`config.mk`:
```
export PLATFORM = sky130hd
export DESIGN_NAME = poly_pitch_generator
export DESIGN_NICKNAME = d
export VERILOG_FILES = /design/src/rtl/pitch_pkg.sv /design/src/rtl/pitch_voice.sv /design/src/rtl/poly_pitch_generator.sv
export SDC_FILE = /design/constraint.sdc
export NUM_CORES = 1
export LEC_CHECK = 0
export ABC_AREA = 1
export CORE_UTILIZATION = 50
export CTS_BUF_LIST = sky130_fd_sc_hd__clkbuf_4 sky130_fd_sc_hd__clkbuf_8
export DETAILED_ROUTE_END_ITERATION = 8
export DONT_BUFFER_PORTS = 1
export PLACE_DENSITY = 0.76
export SLEW_MARGIN = 40
export SYNTH_ARGS = -nofsm -noshare
export SYNTH_HDL_FRONTEND = slang
export SYNTH_SLANG_ARGS = --single-unit
```
`constraint.sdc`:
```
create_clock -name clk -period 3.11 [get_ports clk]
set_input_delay 0 -clock clk [delete_from_list [all_inputs] [get_ports clk]]
set_output_delay 0 -clock clk [all_outputs]
set_load 0.005 [all_outputs]
```
`src/rtl/pitch_pkg.sv`:
```
// Shared pitch constants: the octave-0 half-period table at 100 MHz and the
// shift-and-clamp rule that turns a note/octave pair into a half-period.
package pitch_pkg;

    localparam int CLK_HZ        = 100_000_000;
    localparam int NOTE_REST_MIN = 12;
    localparam int HALF_W        = 24;

    typedef enum logic [3:0] {
        NOTE_C    = 4'd0,
        NOTE_CS   = 4'd1,
        NOTE_D    = 4'd2,
        NOTE_DS   = 4'd3,
        NOTE_E    = 4'd4,
        NOTE_F    = 4'd5,
        NOTE_FS   = 4'd6,
        NOTE_G    = 4'd7,
        NOTE_GS   = 4'd8,
        NOTE_A    = 4'd9,
        NOTE_AS   = 4'd10,
        NOTE_B    = 4'd11,
        NOTE_REST = 4'd12
    } note_e;

    localparam logic [HALF_W-1:0] BASE_HALF [0:11] = '{
        24'd3_057_805, 24'd2_886_150, 24'd2_724_125, 24'd2_571_223,
        24'd2_426_848, 24'd2_290_627, 24'd2_162_063, 24'd2_040_678,
        24'd1_926_166, 24'd1_818_182, 24'd1_716_124, 24'd1_619_790
    };

    // Octave is one bit wider than the command field so the clamp can be
    // exercised directly; rest notes map to the clamp value.
    function automatic logic [HALF_W-1:0] half_period(input logic [3:0] note,
                                                      input logic [4:0] octave);
        logic [HALF_W-1:0] half;
        half = '0;
        if (note < 4'(NOTE_REST_MIN)) begin
            half = BASE_HALF[note];
        end
        half = half >> octave;
        if (half < HALF_W'(2)) begin
            half = HALF_W'(2);
        end
        return half;
    endfunction

endpackage

```
`src/rtl/pitch_voice.sv`:
```
// One voice: gate, half-period counter and square-wave register.
// Latency: an update lands at the next edge; wave is a flop output.
// Backpressure: none, every update is taken immediately.
module pitch_voice #(
    parameter int PERIOD_W = 24
) (
    input  logic                clk,
    input  logic                rst_n,
    input  logic                upd_vld,
    input  logic                upd_rest,
    input  logic [PERIOD_W-1:0] upd_half,
    output logic                wave
);

    logic                gate_q, gate_d;
    logic [PERIOD_W-1:0] cnt_q, cnt_d;
    logic [PERIOD_W-1:0] half_q, half_d;
    logic                wave_q, wave_d;

    always_comb begin
        gate_d = gate_q;
        cnt_d  = cnt_q;
        half_d = half_q;
        wave_d = wave_q;
        if (upd_vld) begin
            // Any command restarts the phase; a rest freezes the counter at 0.
            cnt_d = '0;
            if (upd_rest) begin
                gate_d = 1'b0;
                wave_d = 1'b0;
            end else begin
                gate_d = 1'b1;
                wave_d = 1'b1;
                half_d = upd_half;
            end
        end else if (gate_q) begin
            if (cnt_q == half_q - PERIOD_W'(1)) begin
                cnt_d  = '0;
                wave_d = ~wave_q;
            end else begin
                cnt_d = cnt_q + PERIOD_W'(1);
            end
        end
    end

    always_ff @(posedge clk) begin
        if (!rst_n) begin
            gate_q <= 1'b0;
            cnt_q  <= '0;
            half_q <= '0;
            wave_q <= 1'b0;
        end else begin
            gate_q <= gate_d;
            cnt_q  <= cnt_d;
            half_q <= half_d;
            wave_q <= wave_d;
        end
    end

    assign wave = wave_q;

endmodule

```
`src/rtl/poly_pitch_generator.sv`:
```
// Polyphonic square-wave generator with optional volume mixer (POLY_PITCH_MIX_EN).
// Latency: command accepted in cycle N drives wave from cycle N+2; sample trails wave by one cycle.
// Backpressure: none; cmd_ready is low only while rst_n is low.
module poly_pitch_generator
    import pitch_pkg::*;
#(
    parameter  int CHANNELS = 4,
    parameter  int PERIOD_W = 24,
    parameter  int VOL_W    = 4,
    localparam int CH_W     = (CHANNELS > 1) ? $clog2(CHANNELS) : 1,
    localparam int SAMPLE_W = VOL_W + $clog2(CHANNELS) + 1
) (
    input  logic                clk,
    input  logic                rst_n,
    input  logic                cmd_valid,
    output logic                cmd_ready,
    input  logic [CH_W-1:0]     cmd_channel,
    input  logic [3:0]          cmd_note,
    input  logic [3:0]          cmd_octave,
    input  logic [VOL_W-1:0]    cmd_volume,
    output logic [CHANNELS-1:0] wave,
    output logic [SAMPLE_W-1:0] sample
);

    logic            cmd_acc;
    logic            s1_vld_q, s1_vld_d;
    logic [CH_W-1:0] s1_ch_q, s1_ch_d;
    logic [3:0]      s1_note_q, s1_note_d;
    logic [3:0]      s1_oct_q, s1_oct_d;

    assign cmd_ready = rst_n;
    assign cmd_acc   = cmd_valid && cmd_ready;

    always_comb begin
        s1_vld_d  = cmd_acc;
        s1_ch_d   = s1_ch_q;
        s1_note_d = s1_note_q;
        s1_oct_d  = s1_oct_q;
        if (cmd_acc) begin
            s1_ch_d   = cmd_channel;
            s1_note_d = cmd_note;
            s1_oct_d  = cmd_octave;
        end
    end

    always_ff @(posedge clk) begin
        if (!rst_n) begin
            s1_vld_q  <= 1'b0;
            s1_ch_q   <= '0;
            s1_note_q <= '0;
            s1_oct_q  <= '0;
        end else begin
            s1_vld_q  <= s1_vld_d;
            s1_ch_q   <= s1_ch_d;
            s1_note_q <= s1_note_d;
            s1_oct_q  <= s1_oct_d;
        end
    end

    logic [HALF_W-1:0]   s2_half_full;
    logic [PERIOD_W-1:0] s2_half;
    logic                s2_rest;
    logic [CHANNELS-1:0] upd_vld;

    assign s2_half_full = half_period(s1_note_q, {1'b0, s1_oct_q});
    assign s2_half      = PERIOD_W'(s2_half_full);
    assign s2_rest      = (s1_note_q >= 4'(NOTE_REST_MIN));

    // A channel index beyond CHANNELS matches no voice, so it is dropped here.
    always_comb begin
        upd_vld = '0;
        for (int i = 0; i < CHANNELS; i++) begin
            upd_vld[i] = s1_vld_q && (s1_ch_q == CH_W'(i));
        end
    end

    for (genvar g = 0; g < CHANNELS; g++) begin : g_voice
        pitch_voice #(
            .PERIOD_W (PERIOD_W)
        ) u_voice (
            .clk      (clk),
            .rst_n    (rst_n),
            .upd_vld  (upd_vld[g]),
            .upd_rest (s2_rest),
            .upd_half (s2_half),
            .wave     (wave[g])
        );
    end

`ifdef POLY_PITCH_MIX_EN
    logic [VOL_W-1:0]    s1_vol_q, s1_vol_d;
    logic [VOL_W-1:0]    vol_q [CHANNELS];
    logic [VOL_W-1:0]    vol_d [CHANNELS];
    logic [SAMPLE_W-1:0] sample_q, sample_d;

    // Volume is captured alongside the wave update so sample sees both together.
    always_comb begin
        s1_vol_d = cmd_acc ? cmd_volume : s1_vol_q;
        sample_d = '0;
        for (int i = 0; i < CHANNELS; i++) begin
            vol_d[i] = (upd_vld[i] && !s2_rest) ? s1_vol_q : vol_q[i];
            if (wave[i]) begin
                sample_d = sample_d + SAMPLE_W'(vol_q[i]);
            end
        end
    end

    always_ff @(posedge clk) begin
        if (!rst_n) begin
            s1_vol_q <= '0;
            sample_q <= '0;
            for (int i = 0; i < CHANNELS; i++) begin
                vol_q[i] <= '0;
            end
        end else begin
            s1_vol_q <= s1_vol_d;
            sample_q <= sample_d;
            for (int i = 0; i < CHANNELS; i++) begin
                vol_q[i] <= vol_d[i];
            end
        end
    end

    assign sample = sample_q;
`else
    logic unused_vol;
    assign unused_vol = ^cmd_volume;
    assign sample     = '0;
`endif

endmodule
```
* Word-level counts from Yosys, hierarchy flattened
Memories as Yosys holds them, arrays and structs flattened.
Cells that the tools add are included.
** Operators by class
- Div/mod/pow operators :: 0
- Add/subtract/negate cells :: 8
- Bitwise gates (word level) :: 7
- Multiplexer cells :: 21
- Reductions and logical operators :: 26
- Shift-type cells :: 1
- Order comparisons :: 4
- Equal/unequal tests :: 7
- $mul :: 0
** Operators with widths (number)
- 24-bit 2-to-1 mux :: 8
- 24-bit by 1-bit adder with 24-bit output (second input constant) :: 4
- 24-bit == test :: 4
- 24-bit by 1-bit subtractor with 24-bit output (second input constant) :: 4
- 24-bit by 2-bit < comparator with 1-bit output (second input constant) :: 1
- 24-bit by 4-bit >> shifter with 24-bit output :: 1
- 2-bit AND reduction :: 8
- 2-bit nonzero test :: 8
- 1-bit 2-to-1 mux :: 13
- 2-bit OR reduction :: 4
- 1-bit NOT :: 6
- 5-bit greater-or-equal comparator (second input constant) :: 1
- 1-bit logical AND :: 5
- 4-bit NOT with 5-bit output :: 1
- 2-bit == test (second input constant) :: 2
- 4-bit greater-or-equal comparator (second input constant) :: 1
- 4-bit < comparator (second input constant) :: 1
- 2-bit by 1-bit == test with 1-bit output (second input constant) :: 1
- 2-bit logical NOT :: 1
** Word-level totals
- Register bits after elaboration :: 211
- Word-level logic and storage cells :: 95
- Memories :: 1
- Memory bits (read-only) :: 384
- Memory bits (writable) :: 0
- Output and inout bits :: 12
- Input port bits :: 17
- Bits in latches :: 0
** Memories
- (name not given) :: words 16, bits a word 24, read ports 1, clocked after memory_dff 0, write ports 0, line pitch_pkg.sv:38 : half = BASE_HALF[note];

* Depth between registers and ports, before layout
Gate-level depths: netlist of the first run.
- Word-level depth :: 8
- Gate-level depth with buffers :: 19

* Cells and area by module
From an unflattened synthesis of the first run, not the netlist that was laid out.
** Second synthesis, totals
- Cell total of the unflattened synthesis :: 2410
- Area total of the unflattened synthesis :: 14948.1 µm²
** By module, submodules not included
- pitch_voice :: seq. area each 1001.0 µm², cells an instance 505, instances 4, area an instance 3223.1 µm²
- poly_pitch_generator :: seq. area each 220.2 µm², cells an instance 390, instances 1, area an instance 2055.7 µm²

* Worst setup path after synthesis of the first run
Ideal clock, no wire load.
- Path type :: register -> register
- Start point :: register s1_note_q[0]
- End point :: register g_voice[2].u_voice.half_q[0]
- Arrival :: 2.174 ns
- Required time :: 2.982 ns
- Period minus slack after synthesis :: 2.303 ns
- Stages on the path, launching flop included :: 19
- Path slack :: 0.807 ns
- Cell sequence :: dfxtp_1 > inv_1 > ha_1 > inv_1 > nand2_1 > nand3_1 > nand3_1 > nand2_1 > nand2_1 > nand3_1 > nand3_1 > nand2_1 > nand2_1 > inv_1 > nand2_1 > nor2_1 > nand2_1 > nand2_1 > a21oi_1
** Between the ends
- Word-level cells in the longest chain between the ends :: 8
- Elaborated cells between the ends (all ways) :: 12
- Those cells by class :: order compare (3); shift (1); mux (4); bitwise (2); reduce/logical (1); memory (1)
** Ends and longest elaborated chain
- start, declared :: line poly_pitch_generator.sv:28 : logic [3:0] s1_note_q, s1_note_d;
- start signal, assigned :: line poly_pitch_generator.sv:55 : s1_note_q <= s1_note_d;
- 4-bit NOT with 5-bit output (implied by the code) :: line pitch_pkg.sv:38
- memory read 16 x 24 bit
- 24-bit 2-to-1 mux (implied by the code) (2 in a row) :: line pitch_pkg.sv:38
- 24-bit 2-to-1 mux :: line pitch_pkg.sv:37 : if (note < 4'(NOTE_REST_MIN)) begin
- 24-bit by 4-bit >> shifter with 24-bit output :: line pitch_pkg.sv:40 : half = half >> octave;
- 24-bit by 2-bit < comparator with 1-bit output :: line pitch_pkg.sv:41 : if (half < HALF_W'(2)) begin
- 24-bit 2-to-1 mux :: line pitch_pkg.sv:41
- end signal, assigned :: line pitch_voice.sv:55 : half_q <= half_d;
- end, declared :: line pitch_voice.sv:17 : logic [PERIOD_W-1:0] half_q, half_d;
Parallel ways exist; a longest one is shown, timed or not. The select of a mux whose other input is x is not followed.
A chain may end at the register's enable or synchronous reset.

* Worst setup path in the final report of the first run
- Start point :: register s1_note_q[1]
- End point :: register g_voice[0].u_voice.half_q[0]
** Between the ends
- Word-level cells in the longest chain between the ends :: 8
- Elaborated cells between the ends (all ways) :: 12
- Those cells by class :: order compare (3); shift (1); mux (4); bitwise (2); reduce/logical (1); memory (1)
** Ends and longest elaborated chain (line)
- 4-bit NOT with 5-bit output (implied by the code) :: pitch_pkg.sv:38
- memory read 16 x 24 bit
- 24-bit 2-to-1 mux (implied by the code) (2 in a row) :: pitch_pkg.sv:38
- 24-bit 2-to-1 mux :: pitch_pkg.sv:37
- 24-bit by 4-bit >> shifter with 24-bit output :: pitch_pkg.sv:40
- 24-bit by 2-bit < comparator with 1-bit output :: pitch_pkg.sv:41
- 24-bit 2-to-1 mux :: pitch_pkg.sv:41
- end signal, assigned :: pitch_voice.sv:55
- end, declared :: pitch_voice.sv:17
Parallel ways exist; a longest one is shown, timed or not. The select of a mux whose other input is x is not followed.

==> impl_metrics.toml, run 1 <==
[logic_synthesis]
syn-cell-area_um2 = 13300
yosysSeqAreaShare = 0.305
syn_inst = 2047
ys_ff_latch = 203
synth-warning-count = 0
syn_avg_cell_area_um2 = 6.51
yosysUniqueCellTypes = 48

[power]
powerDensity_nw_per_um2 = 476
ir_drop_uv = 399
power_mw = 7.03
leakagePower_nw = 6.91

[setup_path]
slowest_delay_ps = 460
start_kind = "flop"
path_common_cell = "nand3_1"
crit_path_cell_trace = "inv_2 > ha_1 > inv_1 > nand2_1 > nand3_1 > nand3_1 > nand3_1 > nand3_1 > nand3_1 > nand2_1 > nor2_1 > nand2_1 > nor2_1 > nand2_1 > nand2_2 > a21oi_1"
crit_path_max_fanout = 8
slowest_stage = "dfxtp_1"
crit_arrival_ps = 3190
crit_required_ps = 3540
crit_path_end_kind = "flop"
path_class = "flop to flop"

[timing]
fmax_mhz = 363
period_minus_slack_ps = 2760
slew_headroom = 0.472
finalHoldWorstSlack_ps = 0.00379
setup_ws_ps = 352
rsz0062_at_grt = "false"
drv_slew = 0
worst_slew_pin_slew_ps = 789
timing.clock.skew_ps = 30.3
fin_crit_sh = 0.887
finalSetupViolCount = 0
hold_viol_final = 0
tns_ps = 0

[clock_network]
cts_tree = "built"
clock_latency_ps = 560
clock-root-buffer = "clkbuf_8"
cts_buffers = 38
clk_pin_slew_ps = 60
cts_sinks = 203
post-cts-setup-buffers = 0
htreeDepth = 2
cts_buffer_depth = 3

[run]
maxCapViolations = 0

[routing]
ant_nets = 0
via_per_inst = 5.34
drtIter0Drc = 968
wl_um = 34300
drc = 0
vias = 13000
dr.pass1.iters = 5
post_drt_wl_per_cell_um = 14.1

[final_layout]
final_util = 0.567
antenna_cells = 0
area_delta_synth_final_pct = 11.0
layout-drive-gt1-share = 0.0893
nets = 2096

[place]
finalWeightedCongestion = 0.911
post-dp-hpwl_um = 24400
place_ws_ps = 282
place.port_buffers = 0

[floorplanning]
die_area_um2 = 27300
boundaryPins = 29
coreArea_um2 = 26100
die_h_um = 165
initial_core_util = 0.511
die_w_um = 165
fp-row-count = 59

[global_route]
gr-usage-all-layers = 0.256
grt_max_degree = 75
grt_pass1_vias = 11900
grt_pass1_wl_um = 56900
antenna_found_initial = 0
grt_overflow_total = 0

[hold_path]
worstHoldPathType = "input pin to output pin"

[outcome]
status = "complete, no violations"
per-layer routing:
| layer | global-route usage | vias up | share of wire |
|---|---|---|---|
| met4 | 0.0876 | 0 | 0.027 |
| met5 | 0 | - | 0 |
| met2 | 0.426 | 396 | 0.47 |
| li1 | - | 6618 | - |
| met3 | 0.0377 | 70 | 0.064 |
| met1 | 0.336 | 5883 | 0.44 |
Yosys cell counts (all sizes together):
cell	count	area share
nor2	254	0.077
nor2b	1	0.00047
and2	1	0.00047
o2111ai	1	0.00066
nor3b	5	0.0028
xnor3	3	0.0051
nand2	455	0.13
a21oi	106	0.040
inv	258	0.073
o211ai	7	0.0039
clkbuf	43	0.012
or2	25	0.012
conb	1	0.00028
dfxtp	203	0.31
nand3b	7	0.0039
nand3	212	0.084
nor4	14	0.0091
a21o	3	0.0017
o21ai	110	0.041
nor3	56	0.025
a31oi	3	0.0014
xor2	107	0.070
xnor2	48	0.032
buf	34	0.016
nand4	58	0.028
clkinv	1	0.00028
ha	15	0.014
o22ai	7	0.0033
a41oi	1	0.00066
o21bai	6	0.0034
o211a	2	0.0015
repair_timing:
item	CTS	global route
setup endpoints to repair	0	4
resized for setup	0	2
endpoints found under the hold margin	88	0
hold buffers	24	0
layout by cell type, fill, tap and decap left out, types with 47 or more instances in the layout:
master / instances
nand2_1: 448
nand3_1: 201
nor2_1: 225
xor2_1: 107
clkbuf_8: 48
nand4_1: 56
a21oi_1: 106
dfxtp_1: 203
xnor2_1: 48
inv_1: 246
o21ai_0: 109
nor3_1: 47
layout make-up:
cell class / instances / area (um^2)
Clock buffer: 55 / 713
Clock inverter: 14 / 239
Fill cell: 2382 / 11300
Inverter: 259 / 972
Multi-Input combinational cell: 1514 / 7940
Sequential cell: 203 / 4060
Tap cell: 335 / 419
Timing Repair Buffer: 48 / 438
worst max-delay path, delay by kind of cell, from the launching register on:
family | cells | cell delay, ps
adder cells (fa/ha/maj) | 1 | 340
flip-flops | 1 | 460
AO/OA/AOI/OAI | 1 | 90
AND/OR/NAND/NOR | 12 | 1540
buffers and inverters | 2 | 220
cell families after synthesis:
group           count (synthesis)  share of synthesized area
other cells                     1                   0.000282
simple gates                 1088                      0.374
buf+inv                       336                      0.101
fa+ha+maj                      15                     0.0141
flops                         203                      0.305
xor+xnor                      158                      0.107
compound gates                246                     0.0977
power breakdown:
group          leakage [nW]  internal, mW  switching [mW]
clock                 0.498          1.99            1.23
sequential             1.64          2.65          0.0576
combinational          4.77         0.372           0.725
total                  6.91          5.01            2.02
registers in the layout, summed over array words and instances, names as in the netlist:
name                    flops
g_voice.u_voice.cnt_q      96
g_voice.u_voice.gate_q      4
g_voice.u_voice.half_q     88
g_voice.u_voice.wave        4
s1_ch_q                     2
s1_note_q                   4
s1_oct_q                    4
s1_vld_q                    1
final timing paths:
check | cells past startpoint | slack, ps | start | to
setup / recovery | 16 | 350 | s1_note_q[1] | g_voice[0].u_voice.half_q[0]
hold / removal | 0 | 0.004 | rst_n | cmd_ready
setup reg to reg | 16 | 350 | s1_note_q[1] | g_voice[0].u_voice.half_q[0]
hold reg to reg | 2 | 520 | g_voice[1].u_voice.cnt_q[0] | g_voice[1].u_voice.cnt_q[0]
per-stage QoR:
stage          instance area (um^2)  cells
2_1_floorplan                 13300   2053
3_5_place_dp                  13600   2335
5_1_grt                       14800   2428
6_report                      14800   2428
3_3_place_gp                  13600   2335
4_1_cts                       14800   2428
(Power assumes the default switching activity.)
==> run 2: changes to the inputs <==
--- a/config.mk
+++ b/config.mk
@@ -10,8 +10,9 @@
 export CTS_BUF_LIST = sky130_fd_sc_hd__clkbuf_4 sky130_fd_sc_hd__clkbuf_8
 export DETAILED_ROUTE_END_ITERATION = 8
 export DONT_BUFFER_PORTS = 1
-export PLACE_DENSITY = 0.76
+export PLACE_DENSITY = 0.79
 export SLEW_MARGIN = 40
 export SYNTH_ARGS = -nofsm -noshare
 export SYNTH_HDL_FRONTEND = slang
+export SYNTH_HIERARCHICAL = 1
 export SYNTH_SLANG_ARGS = --single-unit
==> constraint.sdc (replaced) <==
create_clock -name clk -period 2.4 [get_ports clk]
set_input_delay 0 -clock clk [delete_from_list [all_inputs] [get_ports clk]]
set_output_delay 0 -clock clk [all_outputs]
set_load 0.005 [all_outputs]
==> impl_metrics.toml, run 2 <==
[clock_network]
cts_buffer_depth = 3
cts_buffers = 40
clock_latency_ps = 580
clk_pin_slew_ps = 50
cts_tree = "built"
cts_sinks = 211
htreeDepth = 2
clock-root-buffer = "clkbuf_8"

[timing]
drv_slew = 0
timing.clock.skew_ps = 44.0
finalSetupViolCount = 0
slew_headroom = 0.423
fin_crit_sh = 0.950
hold_viol_final = 0
rsz0062_at_grt = "true"
worst_slew_pin_slew_ps = 859
setup_ws_ps = 121
period_minus_slack_ps = 2280
fmax_mhz = 439

[logic_synthesis]
synth_edf_count = 0
yosysMostFrequentCell = "nand2_1"
synth-warning-count = 6
synthTopCellsByCount = "539 x nand2_1, 313 x inv_1, 296 x nand3_1, 291 x nor2_1, 211 x dfxtp_1"
yosysSeqAreaShare = 0.283
yosysUniqueCellTypes = 41
syn-cell-area_um2 = 14900
syn_avg_cell_area_um2 = 6.20
async_reset_ff_frac = 0
synth_area_leaders = "dfxtp_1 28%, nand2_1 14%, nand3_1 9.9%"
synth_area_leader_cell = "dfxtp_1"
ys_ff_latch = 211
synth_top_area_frac = 0.283
syn_inst = 2410
synth_flop_cell = "dfxtp_1"

[routing]
wl_um = 42200
post_drt_wl_per_cell_um = 14.6
ant_nets = 0
drtIter0Drc = 1306
vias = 15600
via_per_inst = 5.40
drc = 0
dr.pass1.iters = 5

[global_route]
antenna_found_initial = 1
grt_max_degree = 102
grt_overflow_total = 0
grt_pass1_wl_um = 69300
grt_pass1_vias = 14500
gr-usage-all-layers = 0.274

[power]
power_mw = 9.92
powerDensity_nw_per_um2 = 585
ir_drop_uv = 463
leakagePower_nw = 7.74

[outcome]
status = "complete, no violations"

[place]
finalWeightedCongestion = 0.952
place_inst = 2796
place.port_buffers = 0
post-dp-hpwl_um = 31200
place_ws_ps = -35.6

[floorplanning]
die_area_um2 = 30600
initial_core_util = 0.514
die_w_um = 175
boundaryPins = 29
coreArea_um2 = 29100
fp-row-count = 62
die_h_um = 175

[setup_path]
crit_path_end_kind = "flop"
crit_required_ps = 2850
start_kind = "flop"
crit_path_max_fanout = 5
path_class = "flop to flop"
crit_arrival_ps = 2730

[final_layout]
mostFrequentLayoutCell = "nand2_1"
antenna_cells = 0
area_delta_synth_final_pct = 13.4
nets = 2512
layout-drive-gt1-share = 0.139
final_cell_mix = "514 x nand2_1, 307 x inv_1, 287 x nor2_1, 266 x nand3_1, 209 x dfxtp_1"
fin_cells = 2894
reg_top3 = "g_voice.u_voice/cnt_q: 96 flops, g_voice.u_voice/half_q: 96 flops"

[run]
maxCapViolations = 0

[hold_path]
worstHoldPathType = "input pin to output pin"
run 2: cell count changes after synthesis, moves of 18 or more:
cell / previous run / this run
nand3_1: 201 / 296
nand2_1: 449 / 539
nor2_2: 22 / 89
inv_1: 247 / 313
nor2_1: 229 / 291
xor2_1: 107 / 60
o21ai_0: 109 / 138
nand4_1: 56 / 34
nand3b_1: 7 / 28
or2_2: 19 / 0
a21oi_1: 106 / 124
run 2: stage by stage:
stage | utilization | hold slack, ps | cell area [um^2] | setup TNS [ps]
2_1_floorplan | - | 80.8 | 15000 | 0
3_3_place_gp | 0.532 | 4.72 | 15500 | -0.224
3_5_place_dp | 0.532 | 13.4 | 15500 | -83.9
4_1_cts | 0.569 | 1.53 | 16600 | 0
5_1_grt | 0.583 | 1.31 | 17000 | -242
6_report | 0.583 | 1.51 | 17000 | 0
run 2: logic make-up (layout without fill, tap and decap cells):
group                    Yosys count  count (layout)  synth area share
XOR/XNOR                         100             100            0.0586
adder cells (fa/ha/maj)           14              14            0.0117
buffers and inverters            382             468             0.106
other                              1              15          0.000251
AO/OA/AOI/OAI                    294             294             0.104
AND/OR/NAND/NOR                 1408            1408             0.437
flip-flops                       211             211             0.283
run 2: repair_timing:
| action | 4_1_cts | 5_1_grt |
|---|---|---|
| buffers inserted | 0 | 4 |
| setup endpoints to repair | 5 | 105 |
| pin swaps | 0 | 30 |
| hold endpoints to repair | 197 | 0 |
| hold buffers | 23 | 0 |
| gates resized for setup | 3 | 103 |
run 2: worst max-delay path: stages (launching register included):
cell and delay (ps):
dfxtp_1 310, inv_1 150, ha_1 230, nand2_1 160, nor2_2 240, nand4_1 170, nand3_1 150, nand3_1 100
nor2_2 160, nand4_4 160, buf_4 190, o21ai_0 70, a21oi_1 60
run 2: cell type report:
cell class / instances / area [um^2]
clock buffers: 59 / 756
clock inverters: 12 / 75.1
fillers: 2731 / 12100
inverters: 318 / 1200
multi-input cells: 1831 / 9530
flip-flops and latches: 211 / 4230
well taps: 384 / 480
repair buffers: 79 / 683
run 2: path summary, 6_finish.rpt:
path | end | slack (ps) | from | cells after the start
worst max-delay path | g_voice[0].u_voice/cnt_q[15] | 120 | g_voice[0].u_voice/half_q[0] | 12
worst min-delay path | cmd_ready | 2 | rst_n | 0
worst max register to register | g_voice[0].u_voice/cnt_q[15] | 120 | g_voice[0].u_voice/half_q[0] | 12
worst min register to register | g_voice[2].u_voice/half_q[17] | 500 | g_voice[2].u_voice/half_q[17] | 2
run 2: routing by layer:
metal | routed length [um] | share of wire | GRT usage
met5 | 12 | 0.00028 | 0
met4 | 1560 | 0.037 | 0.121
met3 | 2730 | 0.065 | 0.0455
met2 | 19500 | 0.46 | 0.454
met1 | 18400 | 0.44 | 0.351
run 2: where the power goes:
group	internal [mW]	total, mW	switching [mW]
Clock	2.03	3.65	1.62
Combinational	0.855	2.59	1.73
Sequential	3.58	3.68	0.0936
